--- config.mk ---
export PLATFORM = sky130hd
export DESIGN_NAME = if_stage
export DESIGN_NICKNAME = d
export VERILOG_FILES = /design/src/rtl/if_pkg.sv /design/src/rtl/if_stage_ifid_reg.sv /design/src/rtl/if_stage.sv
export SDC_FILE = /design/constraint.sdc
export NUM_CORES = 1
export LEC_CHECK = 0
export CORE_ASPECT_RATIO = 1.4
export CORE_UTILIZATION = 44
export CTS_CLUSTER_SIZE = 20
export DETAILED_ROUTE_END_ITERATION = 12
export DONT_BUFFER_PORTS = 1
export GPL_ROUTABILITY_DRIVEN = 0
export GPL_TIMING_DRIVEN = 0
export PLACE_DENSITY = 0.63
export SETUP_SLACK_MARGIN = 0.05
export SYNTH_ARGS = -nofsm -noshare
export SYNTH_HDL_FRONTEND = slang
export SYNTH_SLANG_ARGS = --single-unit
export TNS_END_PERCENT = 1
--- constraint.sdc ---
create_clock -name clk_i -period 13.7 [get_ports clk_i]
set_clock_uncertainty 0.1 [all_clocks]
set_input_delay 1.37 -clock clk_i [delete_from_list [all_inputs] [get_ports clk_i]]
set_output_delay 1.37 -clock clk_i [all_outputs]
set_load 0.01 [all_outputs]
--- src/rtl/if_pkg.sv ---
// Shared types and constants for the instruction-fetch stage.
package if_pkg;

   // Fetch controller states.
   typedef enum logic [1:0] {
      IDLE  = 2'd0,
      FETCH = 2'd1,
      HELD  = 2'd2,
      DRAIN = 2'd3
   } if_state_e;

   localparam logic [31:0] NOP_INST         = 32'h0000_0000;
   localparam logic [31:0] DEFAULT_RESET_PC = 32'h0000_0000;
   localparam logic [31:0] PC_STEP          = 32'h0000_0004;

   // Clear the byte-offset bits so every PC is word aligned.
   function automatic logic [31:0] align_word(input logic [31:0] addr);
      return addr & 32'hFFFF_FFFC;
   endfunction

endpackage

--- src/rtl/if_stage_ifid_reg.sv ---
// IF/ID pipeline register with bubble (highest priority), load and hold.
module ifid_reg
   import if_pkg::*;
(
   input  logic        clk_i,
   input  logic        rst_i,
   input  logic        load_i,
   input  logic        bubble_i,
   input  logic [31:0] pc4_i,
   input  logic [31:0] inst_i,
   output logic        valid_o,
   output logic [31:0] pc4_o,
   output logic [31:0] inst_o
);

   logic        valid_q, valid_d;
   logic [31:0] pc4_q,   pc4_d;
   logic [31:0] inst_q,  inst_d;

   // Next-state: a bubble overrides a load; with neither the register holds.
   always_comb begin
      valid_d = valid_q;
      pc4_d   = pc4_q;
      inst_d  = inst_q;
      if (bubble_i) begin
         valid_d = 1'b0;
         pc4_d   = 32'h0000_0000;
         inst_d  = NOP_INST;
      end else if (load_i) begin
         valid_d = 1'b1;
         pc4_d   = pc4_i;
         inst_d  = inst_i;
      end else begin
         valid_d = valid_q;
         pc4_d   = pc4_q;
         inst_d  = inst_q;
      end
   end

   // Register update with asynchronous reset to an empty bubble.
   always_ff @(posedge clk_i or posedge rst_i) begin
      if (rst_i) begin
         valid_q <= 1'b0;
         pc4_q   <= 32'h0000_0000;
         inst_q  <= NOP_INST;
      end else begin
         valid_q <= valid_d;
         pc4_q   <= pc4_d;
         inst_q  <= inst_d;
      end
   end

   assign valid_o = valid_q;
   assign pc4_o   = pc4_q;
   assign inst_o  = inst_q;

endmodule

--- src/rtl/if_stage.sv ---
// Instruction-fetch stage: PC ownership, imem handshake, stall buffer and IF/ID.
module if_stage
   import if_pkg::*;
#(
   parameter logic [31:0] RESET_PC = DEFAULT_RESET_PC
)(
   input  logic        clk_i,
   input  logic        rst_i,
   input  logic        stall_i,
   input  logic        flush_i,
   input  logic [31:0] target_i,
   output logic        imem_req_o,
   output logic [31:0] imem_addr_o,
   input  logic        imem_ready_i,
   input  logic [31:0] imem_data_i,
   output logic [31:0] pc_o,
   output logic        ifid_valid_o,
   output logic [31:0] ifid_pc4_o,
   output logic [31:0] ifid_inst_o
);

   if_state_e   state_q,    state_d;
   logic [31:0] pc_q,       pc_d;
   logic [31:0] pend_q,     pend_d;
   logic [31:0] buf_pc4_q,  buf_pc4_d;
   logic [31:0] buf_inst_q, buf_inst_d;
   logic        buf_full_q, buf_full_d;

   logic        ifid_load;
   logic        ifid_bubble;
   logic [31:0] ifid_pc4_in;
   logic [31:0] ifid_inst_in;
   logic [31:0] pc_plus4;
   logic [31:0] tgt_aligned;

   assign pc_plus4    = pc_q + PC_STEP;
   assign tgt_aligned = align_word(target_i);

   // Next-state and IF/ID control; flush always takes priority over stall.
   always_comb begin
      state_d      = state_q;
      pc_d         = pc_q;
      pend_d       = pend_q;
      buf_pc4_d    = buf_pc4_q;
      buf_inst_d   = buf_inst_q;
      buf_full_d   = buf_full_q;
      ifid_load    = 1'b0;
      ifid_bubble  = 1'b0;
      ifid_pc4_in  = pc_plus4;
      ifid_inst_in = imem_data_i;
      case (state_q)
         IDLE: begin
            state_d = FETCH;
         end
         FETCH: begin
            if (imem_ready_i) begin
               if (flush_i) begin
                  pc_d        = tgt_aligned;
                  ifid_bubble = 1'b1;
               end else if (stall_i) begin
                  buf_pc4_d  = pc_plus4;
                  buf_inst_d = imem_data_i;
                  buf_full_d = 1'b1;
                  pc_d       = pc_plus4;
                  state_d    = HELD;
               end else begin
                  ifid_load = 1'b1;
                  pc_d      = pc_plus4;
               end
            end else begin
               if (flush_i) begin
                  pend_d      = tgt_aligned;
                  ifid_bubble = 1'b1;
                  state_d     = DRAIN;
               end else if (stall_i) begin
                  ifid_bubble = 1'b0;
               end else begin
                  ifid_bubble = 1'b1;
               end
            end
         end
         HELD: begin
            if (flush_i) begin
               buf_full_d  = 1'b0;
               pc_d        = tgt_aligned;
               ifid_bubble = 1'b1;
               state_d     = FETCH;
            end else if (!stall_i) begin
               ifid_load    = 1'b1;
               ifid_pc4_in  = buf_pc4_q;
               ifid_inst_in = buf_inst_q;
               buf_full_d   = 1'b0;
               state_d      = FETCH;
            end else begin
               state_d = HELD;
            end
         end
         DRAIN: begin
            // The outstanding request must complete; its data is thrown away.
            if (flush_i) begin
               pend_d = tgt_aligned;
            end else begin
               pend_d = pend_q;
            end
            if (!stall_i) begin
               ifid_bubble = 1'b1;
            end else begin
               ifid_bubble = 1'b0;
            end
            if (imem_ready_i) begin
               pc_d    = flush_i ? tgt_aligned : pend_q;
               state_d = FETCH;
            end else begin
               state_d = DRAIN;
            end
         end
         default: begin
            state_d = IDLE;
         end
      endcase
   end

   // Controller state, PC, pending redirect and stall buffer.
   always_ff @(posedge clk_i or posedge rst_i) begin
      if (rst_i) begin
         state_q    <= IDLE;
         pc_q       <= RESET_PC;
         pend_q     <= RESET_PC;
         buf_pc4_q  <= 32'h0000_0000;
         buf_inst_q <= NOP_INST;
         buf_full_q <= 1'b0;
      end else begin
         state_q    <= state_d;
         pc_q       <= pc_d;
         pend_q     <= pend_d;
         buf_pc4_q  <= buf_pc4_d;
         buf_inst_q <= buf_inst_d;
         buf_full_q <= buf_full_d;
      end
   end

   // The PC only moves when a request completes, so during DRAIN it still
   // holds the address of the outstanding request.
   assign imem_req_o  = (state_q == FETCH) || (state_q == DRAIN);
   assign imem_addr_o = pc_q;
   assign pc_o        = pc_q;

   ifid_reg u_ifid_reg (
      .clk_i    (clk_i),
      .rst_i    (rst_i),
      .load_i   (ifid_load),
      .bubble_i (ifid_bubble),
      .pc4_i    (ifid_pc4_in),
      .inst_i   (ifid_inst_in),
      .valid_o  (ifid_valid_o),
      .pc4_o    (ifid_pc4_o),
      .inst_o   (ifid_inst_o)
   );

endmodule

# == Yosys cells after proc, flatten, opt, wreduce, memory -nomap -nowiden ==
# Index checks and enable logic that the tools add are counted.
# word_totals
regBits,195
inputBits,69
out_inout_bits,130
elab_cells,65
# op_classes
addsub,1
n_eq_ne,10
mux,36
n_bitwise,1
n_reduce_logical,9
# ops
cell,count
32-bit 2-to-1 mux,16
32-bit case mux with 3 select lines,1
32-bit case mux with 2 select lines,1
32-bit by 3-bit adder with 32-bit output (second input constant),1
2-bit 2-to-1 mux,7
3-bit != test (second input constant),3
1-bit 2-to-1 mux,8
2-bit != test (second input constant),4
2-bit case mux with 4 select lines,1
3-bit AND reduction,2
2-bit == test (second input constant),2
4-bit AND reduction,1
2-bit nonzero test,2
1-bit case mux with 3 select lines,1
3-bit nonzero test,1
2-bit by 1-bit == test with 1-bit output (second input constant),1
2-bit logical NOT,1
1-bit case mux with 2 select lines,1
2-bit AND reduction,1
1-bit logical OR,1
1-bit inverter,1

# == Depth between registers and ports, before layout ==
# Gate-level depths: netlist of run 1.
# depth
depth_word,6
depth_mapped,10
mapped_depth_nobuf,7

# == By module ==
# A second synthesis of run 1 with hierarchy kept.
# hier_totals
cells_unflattened,967
hier_area_um2,10023.4
# by_module_without_submodules
mod,instances,cells_each,area_per_inst_um2,seq_area_each_um2
if_stage,1,757,7383.3,3253.1
ifid_reg,1,210,2640.0,1626.6

# == Worst setup path before layout of run 1 ==
# OpenSTA, ideal clock, no wires.
# synth_path
path_type,input -> register
startpoint,input flush_i
endpoint,register pc_q[11] (netlist: imem_addr_o[11])
setup_time_ns,0.128
arrival_time_ns,2.662
required_time_ns,13.472
setup_slack_ns,10.809
cell_stages,6
n_path_buf,3
path_cell_list,buf_2 -> buf_2 -> buf_2 -> mux2_2 -> a221oi_1 -> o22ai_1
# synth_via
elab_chain_cells,3
elab_cells_between_ends,7
cone_classes,eq/ne (1); mux (5); reduce/logical (1)
# synth_rtl
element,line,text
from (decl),if_stage.sv:10,"input logic flush_i,"
"32-bit 2-to-1 mux, on equally long branches",--,
"32-bit 2-to-1 mux, on equally long branches","if_stage.sv:110, if_stage.sv:56",
32-bit case mux with 3 select lines,if_stage.sv:51,case (state_q)
to (signal assigned),if_stage.sv:134,pc_q <= pc_d;
to (decl),if_stage.sv:23,"logic [31:0] pc_q, pc_d;"
# Several ways; a longest one is shown, not always the timed one. The select of a mux whose other input is x is not followed.
# A chain may end at the register's enable or synchronous reset.

# == Worst setup path after layout of run 1 ==
# layout_path
startpoint,register state_q[1]
endpoint,output imem_req_o
# layout_via
elab_chain_cells,2
elab_cells_between_ends,3
cone_classes,eq/ne (2); reduce/logical (1)
# layout_rtl
element,line,text
from (decl),if_stage.sv:22,"if_state_e state_q, state_d;"
from (signal assigned),if_stage.sv:133,state_q <= state_d;
2-bit by 1-bit == test with 1-bit output / 2-bit == test (equally long branches),if_stage.sv:144,assign imem_req_o = (state_q == FETCH) || (state_q == DRAIN);
1-bit logical OR *,if_stage.sv:144,
to (decl),if_stage.sv:12,"output logic imem_req_o,"
# Mark *: on every way between the ends. The rest lies on a longest branch, timed or not.

==> results of run 1 <==
==> how the worst max path moves through the flow <==
stage	to	slack, ps	depth (start not counted)
5_1_grt	imem_req_o	10490	3
6_report	imem_req_o	10560	3
3_5_place_dp	u_ifid_reg.pc4_o[26]	10180	6
3_3_place_gp	buf_inst_q[20]	4620	1
4_1_cts	imem_req_o	10560	3
2_1_floorplan	buf_inst_q[0]	6920	1
==> metal layers <==
| metal | wire length, µm | part of all wire [%] | vias to the layer above |
|---|---|---|---|
| met5 | 0 | 0 | - |
| met4 | 808 | 3.0 | 0 |
| met3 | 1840 | 6.8 | 48 |
| met2 | 13800 | 51 | 256 |
| met1 | 10700 | 40 | 3650 |
| li1 | - | - | 3561 |
==> synth_stat cells (all sizes together), types with 10 or more instances <==
cell type  count
a22oi         13
clkbuf        37
buf           70
a21oi         30
mux2          80
nand2        148
nor2          82
o21ai         63
inv           13
nor4          10
o22ai         11
a311oi        35
dfrtp        195
and3          12
nand3         29
mux2i         12
a31oi         14
a221oi        15
xnor2         17
==> final cells by class <==
cell class,instances,share of cell area [%]
clock inverter,10,1.14
tap,297,3.41
clock buffer,20,4.19
inverter,13,0.517
multi-input combinational,672,40.3
timing repair buffer,1,0.253
sequential,195,44.8
buffer,107,5.43
==> sequential cells by signal, summed over array words and instances, names as in the netlist <==
signal,count
buf_inst_q,32
buf_pc4_q,32
imem_addr_o,32
pend_q,32
state_q,2
u_ifid_reg.inst_o,32
u_ifid_reg.pc4_o,32
u_ifid_reg.valid_o,1
==> metrics by stage <==
step	area, µm²	setup slack (ps)
finish	10900	10560
CTS	10900	10560
global route	10900	10490
detailed placement	10300	10180
floorplan	9900	6920
global placement	10300	4620
==> cells by family after synthesis <==
logic type / share of synthesized area, %
and+or+nand+nor: 16.1
AOI/OAI and AO/OA: 15.3
DFF: 49.3
buffers and inverters: 6.47
muxes: 10.3
xor gates and xnor gates: 1.77
adders and majority gates: 0.758
==> power breakdown <==
part,switching (W),internal [W]
registers,0.000288,0.000833
clock network,0.000222,0.000279
logic,0.000572,0.000443
total,0.00108,0.00155
==> tightest hold or removal path: stages, from the launching register on <==
cell     delay (ps)
dfrtp_1         330
nand2_1          50
o21ai_0          60
==> qor.yml, run 1 <==
critPathTopFamily: "flip-flops"
maxSlewViolCount: 0
fill_cells: 2128
end_kind: "output pin"
hold_depth: 2
synthArstFlopShare_pct: 100
ys_types: 69
viasPerCell: 5.71
hold_viol: 0
post_cts_resized: 0
worst-path-buf-inv: 1
start_util_pct: 45.1
core_area_um2: 21900
drive_gt1_share_pct: 18.9
synth_top_cell_area_share_pct: 49.3
synthTopCellsByArea: "dfrtp_1 49%, mux2_2 9.1%, nand2_1 5.6%"
syn-cell-area_um2: 9900
nets: 1082
busiest_layer: "met2"
syn_nets: 1062
r2r_start: "state_q[1]"
pin_count: 199
die_area_um2: 23100
startpoint: "state_q[1]"
die_h_um: 180
grt_pass1_vias: 7417
htreeDepth: 4
post-route-util_pct: 49.6
vdd_drop_max_uv: 111
portBuffers: 0
r2r_end: "u_ifid_reg.pc4_o[26]"
postRouteWirelength_mm: 27.1
seq_area_frac_synth_pct: 49.3
hp-class: "register to register"
crit_chain: "inv_1 > ha_1 > or2_2"
met2_usage_pct: 40.9
cts_setup_buffers: 0
synthCells: 987
relSlewSlack_pct: 39.9
yosysWarnings: 0
cap_violations: 0
clk_latency_ps: 440
drtIter0Drc: 450
slowest_delay_ps: 460
fin_crit_sh_pct: 22.9
final_cell_mix: "195 x dfrtp_1, 147 x nand2_1, 80 x nor2_1, 80 x mux2_2, 42 x o21ai_0"
grt.total_usage_pct: 24.1
std_cell_rows: 64
required_ps: 12230
multiInputGateArea_um2: 4380
grt_start_max_net_pins: 107
setup_viol: 0
path_class: "register to output pin"
place_inst: 1285
clkTransAtPathRegs_ps: 70
grt_use_met1_pct: 28.7
vias: 7515
hold_slack_ps: 371
synth_top_area_cell: "dfrtp_1"
diodes: 0
numCtsBuffers: 17
r2r_slack_ps: 10640
cts_tree: "built"
critPathMaxFanout: 8
rsz0062_at_grt: "false"
final.setup.tns_ps: 0
fmaxAchievable_mhz: 319
synthToLayoutAreaGrowth_pct: 9.97
status: "complete, no violations"
register_area_um2: 4880
clock-sinks: 195
ant_nets: 0
clockRootBuffer: "clkbuf_16"
ys_seq_elements: 195
slowest_stage: "dfrtp_1"
clk_path_buf_depth: 2
cp-start-kind: "register"
overflow: 0
worst_ep_arrival_time_ps: 1670
min_period_ps: 3140
grt_pass1_wl_mm: 42.1
ctsHoldBuffers: 0
synth_area_per_cell_um2: 10.0
first_pass_iters: 5
met3_usage_pct: 6.22
die_w_um: 129
synth_ff_type: "dfrtp_1"
dpl.hpwl_mm: 20.5
tightest_slew_ps: 893
leakage_nw: 4.59
power_w: 0.00264
wire_per_inst_um: 20.6
antenna_found_initial: 0
synth_edf_count: 0
layout_commonest_cell: "dfrtp_1"
worst-r2r-cell-count: 8
fin_cells: 1315
drcViolationCount: 0
cellPowerDensity_nw_per_um2: 242
hp-start: "buf_pc4_q[20]"
hold-path-endpoint: "buf_pc4_q[20]"
Power figures use the tool's default switching activity.
==> inputs of run 2 (changes only) <==
PLACE_DENSITY = 0.65   (was 0.63)
clock period = 2.7 ns   (was 13.7 ns; I/O delays follow)
==> qor.yml, run 2 (synthesized netlist as in run 1, its figures left out) <==
critPathMaxFanout: 10  # +2
clockRootBuffer: "clkbuf_16"
htreeDepth: 4  # unchanged
overflow: 0  # unchanged
setup_viol: 0  # unchanged
drcViolationCount: 0  # unchanged
fin_crit_sh_pct: 93.5
stdcell_area_um2: 11700  # +7.4%
hold_viol: 0  # unchanged
register_area_um2: 4880  # about the same
slowest_delay_ps: 430  # -30 ps
postRouteWirelength_mm: 28.0  # +3.2%
clock-sinks: 195  # unchanged
clk_path_buf_depth: 2  # unchanged
place_inst: 1289  # +0.31%
vdd_drop_max_uv: 560  # +400%
final_cell_mix: "193 x dfrtp_1, 147 x nand2_1, 80 x nor2_1, 80 x mux2_2, 65 x dlygate4sd3_1"
leakage_nw: 4.97  # +8.2%
path_class: "register to register"
die_h_um: 180  # unchanged
dpl.hpwl_mm: 20.8  # +1.6%
portBuffers: 0  # unchanged
drive_gt1_share_pct: 20.6  # +1.8 points
drtIter0Drc: 477  # +6.0%
die_area_um2: 23100  # unchanged
fmaxAchievable_mhz: 396
slowest_stage: "dfrtp_2"
rsz0062_at_grt: "true"
antenna_found_initial: 0  # unchanged
fill_cells: 2047  # -3.8%
crit_chain: "inv_1 > ha_1 > clkbuf_4 > or3b_2 > clkbuf_2 > clkbuf_1 > nand2_1 > a311oi_1"
worst_ep_arrival_time_ps: 2750  # +1080 ps
cellPowerDensity_nw_per_um2: 1160  # +380%
multiInputGateArea_um2: 4420  # +0.71%
tightest_slew_ps: 673  # -220 ps
grt_pass1_vias: 7831  # +5.6%
required_ps: 2930  # -9300 ps
wire_per_inst_um: 20.2  # -2.2%
numCtsBuffers: 17  # unchanged
worst-path-buf-inv: 4  # +3
cts_tree: "built"
pin_count: 199  # unchanged
post-route-util_pct: 53.3  # +3.7 points
synthToLayoutAreaGrowth_pct: 18.2
fin_cells: 1387  # +5.5%
start_util_pct: 45.1  # unchanged
clk_latency_ps: 440  # about the same
first_pass_iters: 5  # unchanged
viasPerCell: 5.71  # -0.12%
status: "complete, no violations"
nets: 1152  # +6.5%
vias: 7917  # +5.3%
place_area_um2: 10400  # +0.67%
hp-class: "input pin to register"
core_area_um2: 21900  # unchanged
critPathTopFamily: "buffers and inverters"
clkTransAtPathRegs_ps: 70  # about the same
grt.total_usage_pct: 25.0  # +0.88 points
maxSlewViolCount: 0  # unchanged
ant_nets: 0  # unchanged
power_w: 0.0136  # +420%
hold_slack_ps: 3.17  # -368 ps
grt_start_max_net_pins: 44  # -59%
grt_pass1_wl_mm: 44.1  # +4.7%
std_cell_rows: 64  # unchanged
min_period_ps: 2520
relSlewSlack_pct: 54.8  # +15 points
cp-start-kind: "register"
cap_violations: 0  # unchanged
diodes: 0  # unchanged
die_w_um: 129  # unchanged
end_kind: "register"
layout_commonest_cell: "dfrtp_1"
[run 2: cell count changes in the layout (fill, tap and decap cells not counted), moves of 3 or more]
cell           change
clkbuf_1          -16
clkinvlp_4         +3
dlygate4sd3_1     +65
clkbuf_4           +4
buf_1              -3
buf_12             +5
clkbuf_2          +14
[run 2: final timing paths]
kind,start,end,slack (ps),cells after the start
max in group asynchronous,rst_i,imem_addr_o[2],1220,5
hold reg to reg,buf_pc4_q[27],buf_pc4_q[27],380,2
min in group asynchronous,rst_i,u_ifid_reg.pc4_o[20],240,2
setup / recovery,state_q[0],u_ifid_reg.inst_o[23],180,8
hold / removal,target_i[22],imem_addr_o[22],3,4
setup reg to reg,state_q[0],u_ifid_reg.inst_o[23],180,8
[run 2: tightest hold or removal path, stage by stage]
cell and delay, ps:
a22oi_1 40, nor2_1 80, a221oi_1 50, o21ai_1 60
[run 2: final cells by class]
cell class / instances / share of cell area, %
flip-flops and latches: 195 / 41.7
clock buffers: 17 / 3.64
repair buffers: 71 / 6.48
plain buffers: 107 / 5.36
multi-input cells: 672 / 37.7
clock inverters: 15 / 1.45
well taps: 297 / 3.18
inverters: 13 / 0.449
[run 2: routing by layer]
layer | wire length, µm | vias up | track usage, %
met5 | 0 | - | 0
met4 | 905 | 0 | 11.2
li1 | - | 3706 | -
met1 | 11400 | 3910 | 29.6
met2 | 14200 | 246 | 42.5
met3 | 1540 | 55 | 5.71
[run 2: power by group]
group | total [W] | switching, W | internal (W)
Sequential | 0.00569 | 0.00147 | 0.00422
Combinational | 0.00537 | 0.00299 | 0.00238
Clock | 0.00255 | 0.00124 | 0.00132
[run 2: through the flow]
stage	worst slack, ps	setup TNS [ps]
floorplan	-188	-36740
global placement	-1330	-265340
detailed placement	-335	-12170
CTS	38.4	0
global route	34.2	0
finish	176	0
[run 2: timing repair]
item | in CTS | in global routing
hold buffers | 64 | 1
endpoints found under the setup margin | 88 | 121
setup buffers | 0 | 1
resized for setup | 16 | 23
pin swaps | 0 | 1
hold endpoints to repair | 168 | 2
gates cloned | 0 | 0
==> inputs of run 3 (changes only) <==
GPL_TIMING_DRIVEN = default   (was 0)
==> qor.yml, run 3 (synthesized netlist as in run 1, its figures left out) <==
required_ps: 2920  # about the same
cap_violations: 0  # unchanged
htreeDepth: 4  # unchanged
overflow: 0  # unchanged
vdd_drop_max_uv: 564  # +0.65%
wire_per_inst_um: 19.2  # -4.9%
clkTransAtPathRegs_ps: 70  # about the same
clock-sinks: 195  # unchanged
worst_ep_arrival_time_ps: 2710  # -40 ps
die_area_um2: 23100  # unchanged
grt_pass1_vias: 7649  # -2.3%
slowest_delay_ps: 560  # +130 ps
end_kind: "register"
std_cell_rows: 64  # unchanged
postRouteWirelength_mm: 25.6  # -8.6%
clk_path_buf_depth: 2  # unchanged
hp-class: "input pin to register"
leakage_nw: 4.84  # -2.6%
hold_slack_ps: 22.2  # +19.0 ps
r2r_slack_ps: 210  # +40 ps
rsz0062_at_grt: "false"
setup_slack_ps: 214  # +37.9 ps
pre_cts_slack_ps: 146  # +482 ps
core_area_um2: 21900  # unchanged
layout_commonest_cell: "dfrtp_1"
crit_chain: "inv_1 > ha_1 > buf_4 > o21bai_1 > and3_1 > o21ai_1 > a221o_1"
grt_pass1_wl_mm: 41.1  # -6.9%
fmaxAchievable_mhz: 402  # +1.5%
final_cell_mix: "195 x dfrtp_1, 147 x nand2_1, 80 x nor2_1, 80 x mux2_2, 65 x dlygate4sd3_1"
grt_start_max_net_pins: 96  # +120%
setup_viol: 0  # unchanged
relSlewSlack_pct: 47.7  # -7.0 points
portBuffers: 0  # unchanged
drtIter0Drc: 383  # -20%
path_class: "register to register"
die_w_um: 129  # unchanged
numCtsBuffers: 17  # unchanged
register_area_um2: 4880  # about the same
dpl.hpwl_mm: 17.3  # -17%
hp-start: "stall_i"
critPathMaxFanout: 13  # +3
vias: 7623  # -3.7%
cts_tree: "built"
cts_setup_buffers: 0  # unchanged
startpoint: "state_q[1]"
drive_gt1_share_pct: 18.6  # -2.0 points
first_pass_iters: 5  # unchanged
slowest_stage: "and3_1"
drcViolationCount: 0  # unchanged
clockRootBuffer: "clkbuf_16"
tightest_slew_ps: 782  # +109 ps
antenna_found_initial: 0  # unchanged
status: "complete, no violations"
grt.total_usage_pct: 22.9  # -2.1 points
fin_crit_sh_pct: 92.1  # -1.4 points
die_h_um: 180  # unchanged
maxSlewViolCount: 0  # unchanged
start_util_pct: 45.1  # unchanged
cp-start-kind: "register"
r2r_start: "state_q[1]"
ant_nets: 0  # unchanged
multiInputGateArea_um2: 4430  # +0.43%
pin_count: 199  # unchanged
synthToLayoutAreaGrowth_pct: 16.8
fill_cells: 1946  # -4.9%
diodes: 0  # unchanged
viasPerCell: 5.72  # +0.26%
nets: 1097  # -4.8%
clk_latency_ps: 440  # about the same
cellPowerDensity_nw_per_um2: 1180  # +1.6%
min_period_ps: 2490  # -37.9 ps
hold_viol: 0  # unchanged
==> run 3: layer usage <==
metal,GRT usage (%),wire length [µm],up-vias,part of all wire (%)
met5,0,0,-,0
met4,9.79,700,0,2.7
met3,6.01,1790,40,7.0
met2,37.7,12500,247,49
met1,28.0,10600,3733,41
li1,-,-,3603,-
==> run 3: final timing paths <==
check,to,cells after the start
worst max-delay path,imem_addr_o[20],7
worst min-delay path,u_ifid_reg.pc4_o[21],3
worst max register to register,imem_addr_o[20],7
worst min register to register,buf_pc4_q[31],2
max in group asynchronous,u_ifid_reg.pc4_o[1],3
min in group asynchronous,u_ifid_reg.pc4_o[29],2
==> run 3: layout make-up <==
class                      instances  share of cell area (%)
timing repair buffer             123                    10.1
inverter                          13                   0.454
multi-input combinational        672                    38.3
sequential                       195                    42.2
clock inverter                    10                    1.46
clock buffer                      22                    4.19
tap                              297                    3.21
==> run 3: repair_timing <==
item,4_1_cts,5_1_grt
endpoints found under the setup margin,0,41
hold buffers,65,0
resized for setup,0,2
hold endpoints to repair,144,0
==> run 3: report_power, final <==
part           internal, W  leakage [nW]  switching [W]
Clock              0.00166         0.315        0.00112
Sequential         0.00423          2.48        0.00107
Combinational      0.00237          2.05        0.00321
==> run 3: per-stage QoR <==
stage | instances | setup TNS [ps] | utilization, % | instance area (µm²) | power, W
final | 1332 | 0 | 52.7 | 11600 | 0.0137
after global routing | 1332 | 0 | 52.7 | 11600 | 0.0146
after CTS | 1332 | 0 | 52.7 | 11600 | 0.0137
after detailed placement | 1235 | 0 | 46.7 | 10200 | 0.0108
after global placement | 1235 | 0 | 46.7 | 10200 | 0.0106
after floorplan | 987 | -36740 | - | 9910 | 0.00936
==> run 3: worst max-delay path: cells and delay by family (launching register included) <==
family,cells,cell delay [ps]
AND/OR/NAND/NOR,1,560
adder cells (fa/ha/maj),1,270
flip-flops,1,440
buffers and inverters,2,290
AO/OA/AOI/OAI,3,710
